$ cat src/rtl/rob_multi_pkg.sv
// Shared encodings for the multi-port reorder buffer: op kinds, commit FSM
// states, store size codes and the default datapath width.
package rob_multi_pkg;

  localparam int unsigned DATA_W_DEF = 32;

  typedef enum logic [1:0] {
    KIND_REG    = 2'd0,
    KIND_BRANCH = 2'd1,
    KIND_STORE  = 2'd2,
    KIND_JALR   = 2'd3
  } kind_e;

  typedef enum logic {
    ST_IDLE     = 1'b0,
    ST_MEM_WAIT = 1'b1
  } state_e;

  localparam logic [2:0] MEM_SIZE_B = 3'd1;
  localparam logic [2:0] MEM_SIZE_H = 3'd2;
  localparam logic [2:0] MEM_SIZE_W = 3'd4;

endpackage

$ cat src/rtl/rob_wb_merge.sv
// Resolves WB_PORTS writebacks into per-entry write enables and data;
// only tags inside the occupied window count, and the lowest port wins.
module rob_wb_merge #(
  parameter int unsigned DEPTH    = 16,
  parameter int unsigned WB_PORTS = 2,
  parameter int unsigned DATA_W   = 32,
  parameter int unsigned TAG_W    = $clog2(DEPTH)
) (
  input  logic [TAG_W-1:0]                 head_idx,
  input  logic [TAG_W:0]                   count,
  input  logic [WB_PORTS-1:0]              wb_valid,
  input  logic [WB_PORTS*TAG_W-1:0]        wb_tag,
  input  logic [WB_PORTS*DATA_W-1:0]       wb_value,
  input  logic [WB_PORTS*DATA_W-1:0]       wb_aux,
  output logic [DEPTH-1:0]                 ent_we,
  output logic [DEPTH-1:0][DATA_W-1:0]     ent_value,
  output logic [DEPTH-1:0][DATA_W-1:0]     ent_aux
);

  logic [WB_PORTS-1:0] port_hit;
  logic [TAG_W-1:0]    port_tag [WB_PORTS];
  logic [TAG_W-1:0]    port_off [WB_PORTS];

  always_comb begin
    for (int unsigned p = 0; p < WB_PORTS; p++) begin
      port_tag[p] = wb_tag[p*TAG_W +: TAG_W];
      port_off[p] = port_tag[p] - head_idx;
      port_hit[p] = wb_valid[p] && ({1'b0, port_off[p]} < count);
    end
  end

  // Ports are scanned from highest to lowest so the lowest index lands last.
  always_comb begin
    ent_we    = '0;
    ent_value = '0;
    ent_aux   = '0;
    for (int unsigned e = 0; e < DEPTH; e++) begin
      for (int unsigned k = WB_PORTS; k > 0; k--) begin
        if (port_hit[k-1] && port_tag[k-1] == TAG_W'(e)) begin
          ent_we[e]    = 1'b1;
          ent_value[e] = wb_value[(k-1)*DATA_W +: DATA_W];
          ent_aux[e]   = wb_aux[(k-1)*DATA_W +: DATA_W];
        end
      end
    end
  end

endmodule

$ cat src/rtl/rob_multi.sv
// In-order reorder buffer with multiple writeback ports, branch/JALR redirect,
// and a blocking store handshake at the head.
module rob_multi
  import rob_multi_pkg::*;
#(
  parameter int unsigned DEPTH    = 16,
  parameter int unsigned WB_PORTS = 2,
  parameter int unsigned DATA_W   = DATA_W_DEF,
  localparam int unsigned TAG_W   = $clog2(DEPTH)
) (
  input  logic                         clk,
  input  logic                         rst,
  input  logic                         rdy,
  input  logic                         alloc_valid,
  output logic                         alloc_ready,
  output logic [TAG_W-1:0]             alloc_tag,
  input  logic [1:0]                   alloc_kind,
  input  logic [4:0]                   alloc_rd,
  input  logic [DATA_W-1:0]            alloc_pc,
  input  logic                         alloc_pred,
  input  logic [WB_PORTS-1:0]          wb_valid,
  input  logic [WB_PORTS*TAG_W-1:0]    wb_tag,
  input  logic [WB_PORTS*DATA_W-1:0]   wb_value,
  input  logic [WB_PORTS*DATA_W-1:0]   wb_aux,
  output logic                         cm_valid,
  output logic [TAG_W-1:0]             cm_tag,
  output logic [4:0]                   cm_rd,
  output logic [DATA_W-1:0]            cm_value,
  output logic                         mem_req,
  output logic [DATA_W-1:0]            mem_addr,
  output logic [DATA_W-1:0]            mem_data,
  output logic [2:0]                   mem_size,
  input  logic                         mem_done,
  output logic                         bp_valid,
  output logic                         bp_taken,
  output logic [DATA_W-1:0]            bp_pc,
  output logic                         flush,
  output logic [DATA_W-1:0]            flush_pc,
  output logic [TAG_W:0]               count
);

  kind_e             ent_kind  [DEPTH];
  logic [4:0]        ent_rd    [DEPTH];
  logic [DATA_W-1:0] ent_pc    [DEPTH];
  logic              ent_pred  [DEPTH];
  logic [DATA_W-1:0] ent_value [DEPTH];
  logic [DATA_W-1:0] ent_aux   [DEPTH];
  logic [DEPTH-1:0]  ent_ready;

  logic [TAG_W:0]    head_ptr, tail_ptr;
  logic [TAG_W-1:0]  head_idx, tail_idx;
  state_e            state, state_nxt;
  logic              alloc_fire, head_adv;

  logic              cm_valid_q, cm_valid_n;
  logic [TAG_W-1:0]  cm_tag_q, cm_tag_n;
  logic [4:0]        cm_rd_q, cm_rd_n;
  logic [DATA_W-1:0] cm_value_q, cm_value_n;
  logic              bp_valid_q, bp_valid_n, bp_taken_q, bp_taken_n;
  logic [DATA_W-1:0] bp_pc_q, bp_pc_n;
  logic              flush_q, flush_n;
  logic [DATA_W-1:0] flush_pc_q, flush_pc_n;
  logic              mem_req_q, mem_req_n;
  logic [DATA_W-1:0] mem_addr_q, mem_addr_n, mem_data_q, mem_data_n;
  logic [2:0]        mem_size_q, mem_size_n;

  logic [DEPTH-1:0]              wb_we;
  logic [DEPTH-1:0][DATA_W-1:0]  wb_ent_value, wb_ent_aux;

  kind_e             h_kind;
  logic [DATA_W-1:0] h_value, h_aux, h_pc;

  assign head_idx    = head_ptr[TAG_W-1:0];
  assign tail_idx    = tail_ptr[TAG_W-1:0];
  assign count       = tail_ptr - head_ptr;
  assign alloc_ready = !count[TAG_W] && !flush_q;
  assign alloc_tag   = tail_idx;
  assign alloc_fire  = alloc_valid && alloc_ready && rdy;

  assign h_kind  = ent_kind[head_idx];
  assign h_value = ent_value[head_idx];
  assign h_aux   = ent_aux[head_idx];
  assign h_pc    = ent_pc[head_idx];

  rob_wb_merge #(
    .DEPTH    (DEPTH),
    .WB_PORTS (WB_PORTS),
    .DATA_W   (DATA_W),
    .TAG_W    (TAG_W)
  ) u_wb_merge (
    .head_idx  (head_idx),
    .count     (count),
    .wb_valid  (wb_valid),
    .wb_tag    (wb_tag),
    .wb_value  (wb_value),
    .wb_aux    (wb_aux),
    .ent_we    (wb_we),
    .ent_value (wb_ent_value),
    .ent_aux   (wb_ent_aux)
  );

  always_comb begin
    state_nxt  = state;
    head_adv   = 1'b0;
    cm_valid_n = 1'b0;
    cm_tag_n   = cm_tag_q;
    cm_rd_n    = cm_rd_q;
    cm_value_n = cm_value_q;
    bp_valid_n = 1'b0;
    bp_taken_n = bp_taken_q;
    bp_pc_n    = bp_pc_q;
    flush_n    = 1'b0;
    flush_pc_n = flush_pc_q;
    mem_req_n  = 1'b0;
    mem_addr_n = mem_addr_q;
    mem_data_n = mem_data_q;
    mem_size_n = mem_size_q;
    case (state)
      ST_IDLE: begin
        if (!flush_q && count != '0 && ent_ready[head_idx]) begin
          cm_tag_n   = head_idx;
          cm_value_n = h_value;
          case (h_kind)
            KIND_REG: begin
              cm_valid_n = 1'b1;
              cm_rd_n    = ent_rd[head_idx];
              head_adv   = 1'b1;
            end
            KIND_BRANCH: begin
              cm_valid_n = 1'b1;
              cm_rd_n    = '0;
              bp_valid_n = 1'b1;
              bp_taken_n = h_value[0];
              bp_pc_n    = h_pc;
              head_adv   = 1'b1;
              if (h_value[0] != ent_pred[head_idx]) begin
                flush_n    = 1'b1;
                flush_pc_n = h_value[0] ? h_aux : h_pc + DATA_W'(4);
              end
            end
            KIND_JALR: begin
              cm_valid_n = 1'b1;
              cm_rd_n    = ent_rd[head_idx];
              flush_n    = 1'b1;
              flush_pc_n = h_aux;
              head_adv   = 1'b1;
            end
            KIND_STORE: begin
              state_nxt  = ST_MEM_WAIT;
              mem_req_n  = 1'b1;
              mem_addr_n = h_aux;
              mem_data_n = h_value;
              mem_size_n = MEM_SIZE_W;
            end
          endcase
        end
      end
      ST_MEM_WAIT: begin
        if (mem_done) begin
          state_nxt  = ST_IDLE;
          cm_valid_n = 1'b1;
          cm_tag_n   = head_idx;
          cm_rd_n    = '0;
          cm_value_n = h_value;
          head_adv   = 1'b1;
        end
      end
    endcase
  end

  always_ff @(posedge clk) begin
    if (rst) begin
      head_ptr   <= '0;
      tail_ptr   <= '0;
      state      <= ST_IDLE;
      ent_ready  <= '0;
      cm_valid_q <= 1'b0;
      cm_tag_q   <= '0;
      cm_rd_q    <= '0;
      cm_value_q <= '0;
      bp_valid_q <= 1'b0;
      bp_taken_q <= 1'b0;
      bp_pc_q    <= '0;
      flush_q    <= 1'b0;
      flush_pc_q <= '0;
      mem_req_q  <= 1'b0;
      mem_addr_q <= '0;
      mem_data_q <= '0;
      mem_size_q <= '0;
    end else if (rdy) begin
      cm_valid_q <= cm_valid_n;
      cm_tag_q   <= cm_tag_n;
      cm_rd_q    <= cm_rd_n;
      cm_value_q <= cm_value_n;
      bp_valid_q <= bp_valid_n;
      bp_taken_q <= bp_taken_n;
      bp_pc_q    <= bp_pc_n;
      flush_q    <= flush_n;
      flush_pc_q <= flush_pc_n;
      mem_req_q  <= mem_req_n;
      mem_addr_q <= mem_addr_n;
      mem_data_q <= mem_data_n;
      mem_size_q <= mem_size_n;
      if (flush_q) begin
        head_ptr  <= '0;
        tail_ptr  <= '0;
        ent_ready <= '0;
        state     <= ST_IDLE;
      end else begin
        state <= state_nxt;
        if (head_adv) head_ptr <= head_ptr + (TAG_W+1)'(1);
        for (int unsigned e = 0; e < DEPTH; e++)
          if (wb_we[e]) ent_ready[e] <= 1'b1;
        // Allocation clears last; writebacks can never target the tail slot.
        if (alloc_fire) begin
          ent_ready[tail_idx] <= 1'b0;
          tail_ptr            <= tail_ptr + (TAG_W+1)'(1);
        end
      end
    end
  end

  always_ff @(posedge clk) begin
    if (!rst && rdy && !flush_q) begin
      for (int unsigned e = 0; e < DEPTH; e++) begin
        if (wb_we[e]) begin
          ent_value[e] <= wb_ent_value[e];
          ent_aux[e]   <= wb_ent_aux[e];
        end
      end
      if (alloc_fire) begin
        ent_kind[tail_idx] <= kind_e'(alloc_kind);
        ent_rd[tail_idx]   <= alloc_rd;
        ent_pc[tail_idx]   <= alloc_pc;
        ent_pred[tail_idx] <= alloc_pred;
      end
    end
  end

  // Pulses freeze with the rest of the state but are hidden while stalled.
  assign cm_valid = cm_valid_q && rdy;
  assign bp_valid = bp_valid_q && rdy;
  assign flush    = flush_q && rdy;
  assign mem_req  = mem_req_q && rdy;
  assign cm_tag   = cm_tag_q;
  assign cm_rd    = cm_rd_q;
  assign cm_value = cm_value_q;
  assign bp_taken = bp_taken_q;
  assign bp_pc    = bp_pc_q;
  assign flush_pc = flush_pc_q;
  assign mem_addr = mem_addr_q;
  assign mem_data = mem_data_q;
  assign mem_size = mem_size_q;

endmodule

$ cat config.mk
export PLATFORM = sky130hd
export DESIGN_NAME = rob_multi
export DESIGN_NICKNAME = d
export VERILOG_FILES = /design/src/rtl/rob_multi_pkg.sv /design/src/rtl/rob_wb_merge.sv /design/src/rtl/rob_multi.sv
export SDC_FILE = /design/constraint.sdc
export NUM_CORES = 2
export LEC_CHECK = 0
export CORE_MARGIN = 2
export CORE_UTILIZATION = 35
export DETAILED_ROUTE_END_ITERATION = 8
export DONT_BUFFER_PORTS = 1
export GPL_TIMING_DRIVEN = 1
export PLACE_DENSITY = 0.6
export SLEW_MARGIN = 40
export SYNTH_ARGS = -nofsm -noshare
export SYNTH_HDL_FRONTEND = slang
export SYNTH_SLANG_ARGS = --single-unit
$ cat constraint.sdc
create_clock -name clk -period 21.2 [get_ports clk]
set_clock_uncertainty 0.2 [all_clocks]
set_input_delay 4.24 -clock clk [delete_from_list [all_inputs] [get_ports clk]]
set_output_delay 4.24 -clock clk [all_outputs]
set_load 0.02 [all_outputs]
* Word level (Yosys, flattened, before mapping)
Memory sizes are Yosys's and may differ from the RTL's. A register that Yosys moved wholly into a read port is not among the register bits.
Index checks and enable logic that the tools add are counted.
** Storage, ports and cells
- Flip-flop bits (word level) :: 202
- Bits of input ports :: 183
- Logic and storage cells :: 403
- Memory bits (read-only) :: 0
- Memories kept :: 6
- Bits in latches :: 0
- Output and inout port bits :: 187
- RAM bits :: 1664
** Operators by class
- Equal/unequal tests :: 38
- Reductions and logical operators :: 65
- Order comparisons :: 5
- Bitwise gates (word level) :: 3
- Divide/modulo/power cells :: 0
- Add/sub/neg operators :: 6
- Shift-type cells :: 0
- Mux-type cells :: 263
- Multipliers :: 0
** Memory list
- ent_aux :: words 16, bits a word 32, rd ports 1, clocked after memory_dff 1, wr ports 16, RTL line rob_multi.sv:47 : logic [DATA_W-1:0] ent_aux [DEPTH];
- ent_pc :: words 16, bits a word 32, rd ports 1, clocked after memory_dff 1, wr ports 1, RTL line rob_multi.sv:44 : logic [DATA_W-1:0] ent_pc [DEPTH];
- ent_value :: words 16, bits a word 32, rd ports 1, clocked after memory_dff 1, wr ports 16, RTL line rob_multi.sv:46 : logic [DATA_W-1:0] ent_value [DEPTH];
- ent_rd :: words 16, bits a word 5, rd ports 1, clocked after memory_dff 1, wr ports 1, RTL line rob_multi.sv:43 : logic [4:0] ent_rd [DEPTH];
- ent_kind :: words 16, bits a word 2, rd ports 1, clocked after memory_dff 1, wr ports 1, RTL line rob_multi.sv:42 : kind_e ent_kind [DEPTH];
- ent_pred :: words 16, bits a word 1, rd ports 1, clocked after memory_dff 1, wr ports 1, RTL line rob_multi.sv:45 : logic ent_pred [DEPTH];
** Operators with widths (count)
- 2-to-1 mux 32 bit :: 68
- 2-to-1 mux 1 bit :: 163
- case mux 32 bit (2 select lines) :: 2
- == test 4 bit (second input constant) :: 16
- 2-to-1 mux 4 bit :: 14
- logical AND 1 bit :: 46
- adder 32 x 3 -> 32 bit (second input constant) :: 1
- == test 4 x 3 -> 1 bit (second input constant) :: 8
- 2-to-1 mux 16 bit :: 2
- 2-to-1 mux 5 bit :: 6
- case mux 5 bit (2 select lines) :: 2
- AND 16 bit :: 1
- == test 4 x 2 -> 1 bit (second input constant) :: 4
- inverter 16 bit :: 1
- AND reduction 4 bit :: 3
- adder 5 x 1 -> 5 bit (second input constant) :: 2
- < comparator 4 x 5 -> 1 bit :: 2
- < comparator 4 x 5 -> 1 bit (second input constant) :: 2
- == test 4 x 1 -> 1 bit (second input constant) :: 2
- logical NOT 4 bit :: 2
- case mux 4 bit (2 select lines) :: 1
- subtractor 4 bit :: 2
- != test 2 bit (second input constant) :: 3
- case mux 1 bit (2 select lines) :: 3
- 18 further kinds :: 24

* Logic depth before layout (Yosys ltp)
- Word-level depth :: 13
- Depth in mapped cells :: 18
- Mapped depth without buffers :: 14

* Hierarchy
A second synthesis with hierarchy kept.
** Unflattened totals
- Cell total of the unflattened synthesis :: 6721
- Area total of the unflattened synthesis :: 93239.4 um^2
** Modules (own cells, without submodules)
- rob_multi :: cells each 3610, area an instance 71955.3 um^2, instances 1
- rob_wb_merge :: cells each 3111, area an instance 21284.2 um^2, instances 1

* Least setup slack after synthesis
Ideal clock, no wire load.
- Path kind :: input to register
- Start point :: in wb_tag[4]
- End point :: mem ent_aux[15][0] (enable)
- Required time :: 20.513 ns
- Buffers on the path :: 1
- Slack :: 11.210 ns
- Arrival :: 9.303 ns
- Stages :: 13
- Cells stage by stage :: clkbuf_1 -> inv_1 -> ha_1 -> inv_1 -> fa_1 -> ha_1 -> a21oi_1 -> maj3_1 -> maj3_1 -> o21ai_0 -> nor2_1 -> a41oi_1 -> nor2_1
** RTL lines
- start: declaration :: RTL line rob_multi.sv:22 : input logic [WB_PORTS*TAG_W-1:0] wb_tag,
- end: declaration :: RTL line rob_multi.sv:47

* Final worst setup path
- Start point :: in rdy
- End point :: out flush
** On the way
- Longest elaborated chain between the ends :: 1
** RTL lines
- start: declaration :: RTL line rob_multi.sv:13 : input logic rdy,
- logical AND 1 bit :: RTL line rob_multi.sv:243 : assign flush = flush_q && rdy;
- end: declaration :: RTL line rob_multi.sv:37 : output logic flush,
Every way passes these cells.

==> metrics.cfg <==
[grt]
antenna_found_initial=10
grt_max_degree=205
grt_first_pass_wirelength_um=382000
grt_pass1_vias=49278
overflow=0
track_usage_pct=22.0

[drt]
num_vias=49343
dr.pass1.iters=6
drtAntennaViolNets=0
drt_iter0_drc=5931
vias_per_cell=6.12
wirelength_um=272000
drc=0
post_drt_wl_per_cell_um=33.8

[sta]
setup_violations=0
fin_crit_sh_pct=45.2
rsz0062_at_grt=false
fmax_mhz=104
setup_tns_ns=0
layout_min_cycle_time_ns=9.58
max-slew-margin-rel_pct=23.6
drv_slew=0
setup_ws_ns=11.62
worstMarginPinSlew_ns=1.15
hold_violations=0

[outcome]
outcome=finished, final reports clean

[synth]
synth_compound_gate_area_share_pct=12.8
ys.warnings.count=0
yosysTopAreaCell=edfxtp_1
yosys.area_share.adder_pct=0.439
synth_top_family_by_area=multiplexers
synth_xor_area_share_pct=0.453
synth-simple-area-share_pct=2.97
ys_types=72
avgSynthCellArea_um2=16.4
seq_area_frac_synth_pct=65.0
synthMuxAreaShare_pct=14.7
synth.area.top_cells=edfxtp_1 (60%), mux4_2 (13%), a22o_1 (11%)
synth_edf_count=1664
synth_seq_cells=1870
synth.top_cell.area_share_pct=60.1
synthFlopType=edfxtp_1
async_flop_share_pct=0
synth_area_mm2=0.0832
synthCells=5072

[worst_setup_path]
critPathKind=input pin to output port
crit_family=simple AND/OR/NAND/NOR gates
slowest_stage=nor2_1
crit_fanout=44
path_buf_inv=1
required_ns=16.76
critical_path_arrival_ns=5.14
cp-end-kind=output port
setup.worst_path.start_class=input pin
worst_path_largest_cell_delay_ns=0.65
path_cells=inv_1, nor2_1

[floorplanning]
dieHeight_um=492
die_w_um=492
start_util_pct=35.3
die-area_mm2=0.242
core_area_mm2=0.236
num_rows=178
io_pins=370

[power_and_ir_drop]
finalPower_uw=7690
ir_drop_mv=0.0697
leakage_uw=0.0312
p_per_area_mw_per_mm2=82.6

[clocking]
cts_tree=yes
cts_resized=0
htreeDepth=4
insertion_delay_ns=0.88
clock_sinks=1870
clockBufferDepth=3
cts_setup_buffers=0
numCtsBuffers=199
cts-root-buf=clkbuf_16
cts.clk_slew.worst_paths_ns=0.07
holdBufCountCts=0

[flow_run]
cap_violations=0

[cells_and_area]
drive_gt1_share_pct=20.7
nNetsFinal=4943
syn_to_final_growth_pct=11.8
num-fill-cells=21100
most-common-layout-cells=edfxtp_1 (1664), a22o_1 (1024), mux4_2 (465), nand2_1 (238), clkbuf_16 (205)
final_common_cell=edfxtp_1

[worst_hold_path]
hold_class=flip-flop to flip-flop

[placement]
dp_hpwl_um=160000
place.gp.congestion=0.825
pre_cts_ws_ns=11.23
io_buffers=0

-- flip-flops by register name, summed over array words and instances, names as in the netlist, 4 cells and up, named ones only --
name,flops
ent_kind,32
mem_data,32
tail_ptr,5
ent_ready,16
ent_aux,512
ent_pc,512
cm_rd,5
cm_tag,4
ent_value,512
head_ptr,5
ent_rd,80
flush_pc,32
ent_pred,16
cm_value,32
mem_addr,32
bp_pc,32
-- area by class of cell --
type	instances	area, um2	area share (%)
diodes	7	17.5	0.0188
inverters	23	93.8	0.101
multi-input cells	2512	26700	28.7
repair buffers	129	1370	1.47
flip-flops and latches	1870	54100	58.2
clock buffers	272	5570	5.98
well taps	3150	3940	4.24
clock inverters	102	1240	1.34
-- power breakdown --
group          internal [uW]  switching (uW)  leakage (uW)  total, uW
Sequential              3980            2.66        0.0191       3980
Clock                   2110            1510       0.00332       3620
Combinational           27.7            52.6       0.00875       80.3
Total                   6120            1570        0.0312       7690
-- per-stage QoR --
| stage | cell area (um2) | cells | util (%) | hold WS (ns) |
|---|---|---|---|---|
| after detailed placement | 86000 | 7676 | 36.5 | 0.251 |
| final | 93000 | 8065 | 39.4 | 0.261 |
| after global placement | 85600 | 7666 | 36.3 | 0.257 |
| after global routing | 93000 | 8059 | 39.4 | 0.290 |
| after CTS | 92800 | 8050 | 39.3 | 0.266 |
| after floorplan | 83200 | 5073 | - | 0.220 |
-- final timing paths --
check | to | startpoint | slack, ns | depth (start not counted)
setup / recovery | flush | rdy | 11.62 | 2
setup reg to reg | ent_aux[1][27] | head_ptr[1] | 14.27 | 13
hold reg to reg | ent_ready[13] | ent_ready[13] | 0.26 | 2
hold / removal | ent_ready[13] | ent_ready[13] | 0.26 | 2
-- synth_stat cells (4+ instances only) --
master       n
a211oi_1     7
a21oi_1    130
a221oi_1    11
a22o_1    1024
a22oi_1     18
a311oi_1    14
a31oi_1      8
and2_1      11
and3_1       9
buf_1      148
buf_12      10
buf_2       53
buf_4       19
buf_6        9
clkbuf_1   425
dfxtp_1    206
edfxtp_1  1664
ha_1        22
inv_1       23
mux2i_1    104
mux4_1      26
mux4_2     465
nand2_1    240
nand2b_1     5
nand3_1     25
nand3b_1     5
nor2_1     166
nor2b_1      9
nor3_1      23
nor4_2       8
o211ai_1     4
o21ai_0     48
o22ai_1      7
or2_2       10
or3_1        9
xnor2_1     23
xor2_1      20
-- routing by layer --
| layer | vias to the layer above | global-route usage, % | part of all wire (%) |
|---|---|---|---|
| li1 | 20020 | - | - |
| met1 | 26154 | 26.7 | 37 |
| met2 | 2699 | 36.4 | 49 |
| met3 | 470 | 6.47 | 10 |
| met4 | 0 | 9.20 | 4.4 |
| met5 | - | 0 | 0 |
-- cell families after synthesis --
group                    Yosys count
multiplexers                     597
buffers and inverters            691
AO/OA/AOI/OAI                   1299
other                              1
adder cells (fa/ha/maj)           28
flip-flops                      1870
XOR/XNOR                          43
AND/OR/NAND/NOR                  543
Note: power is estimated with default switching activity, not from simulation.
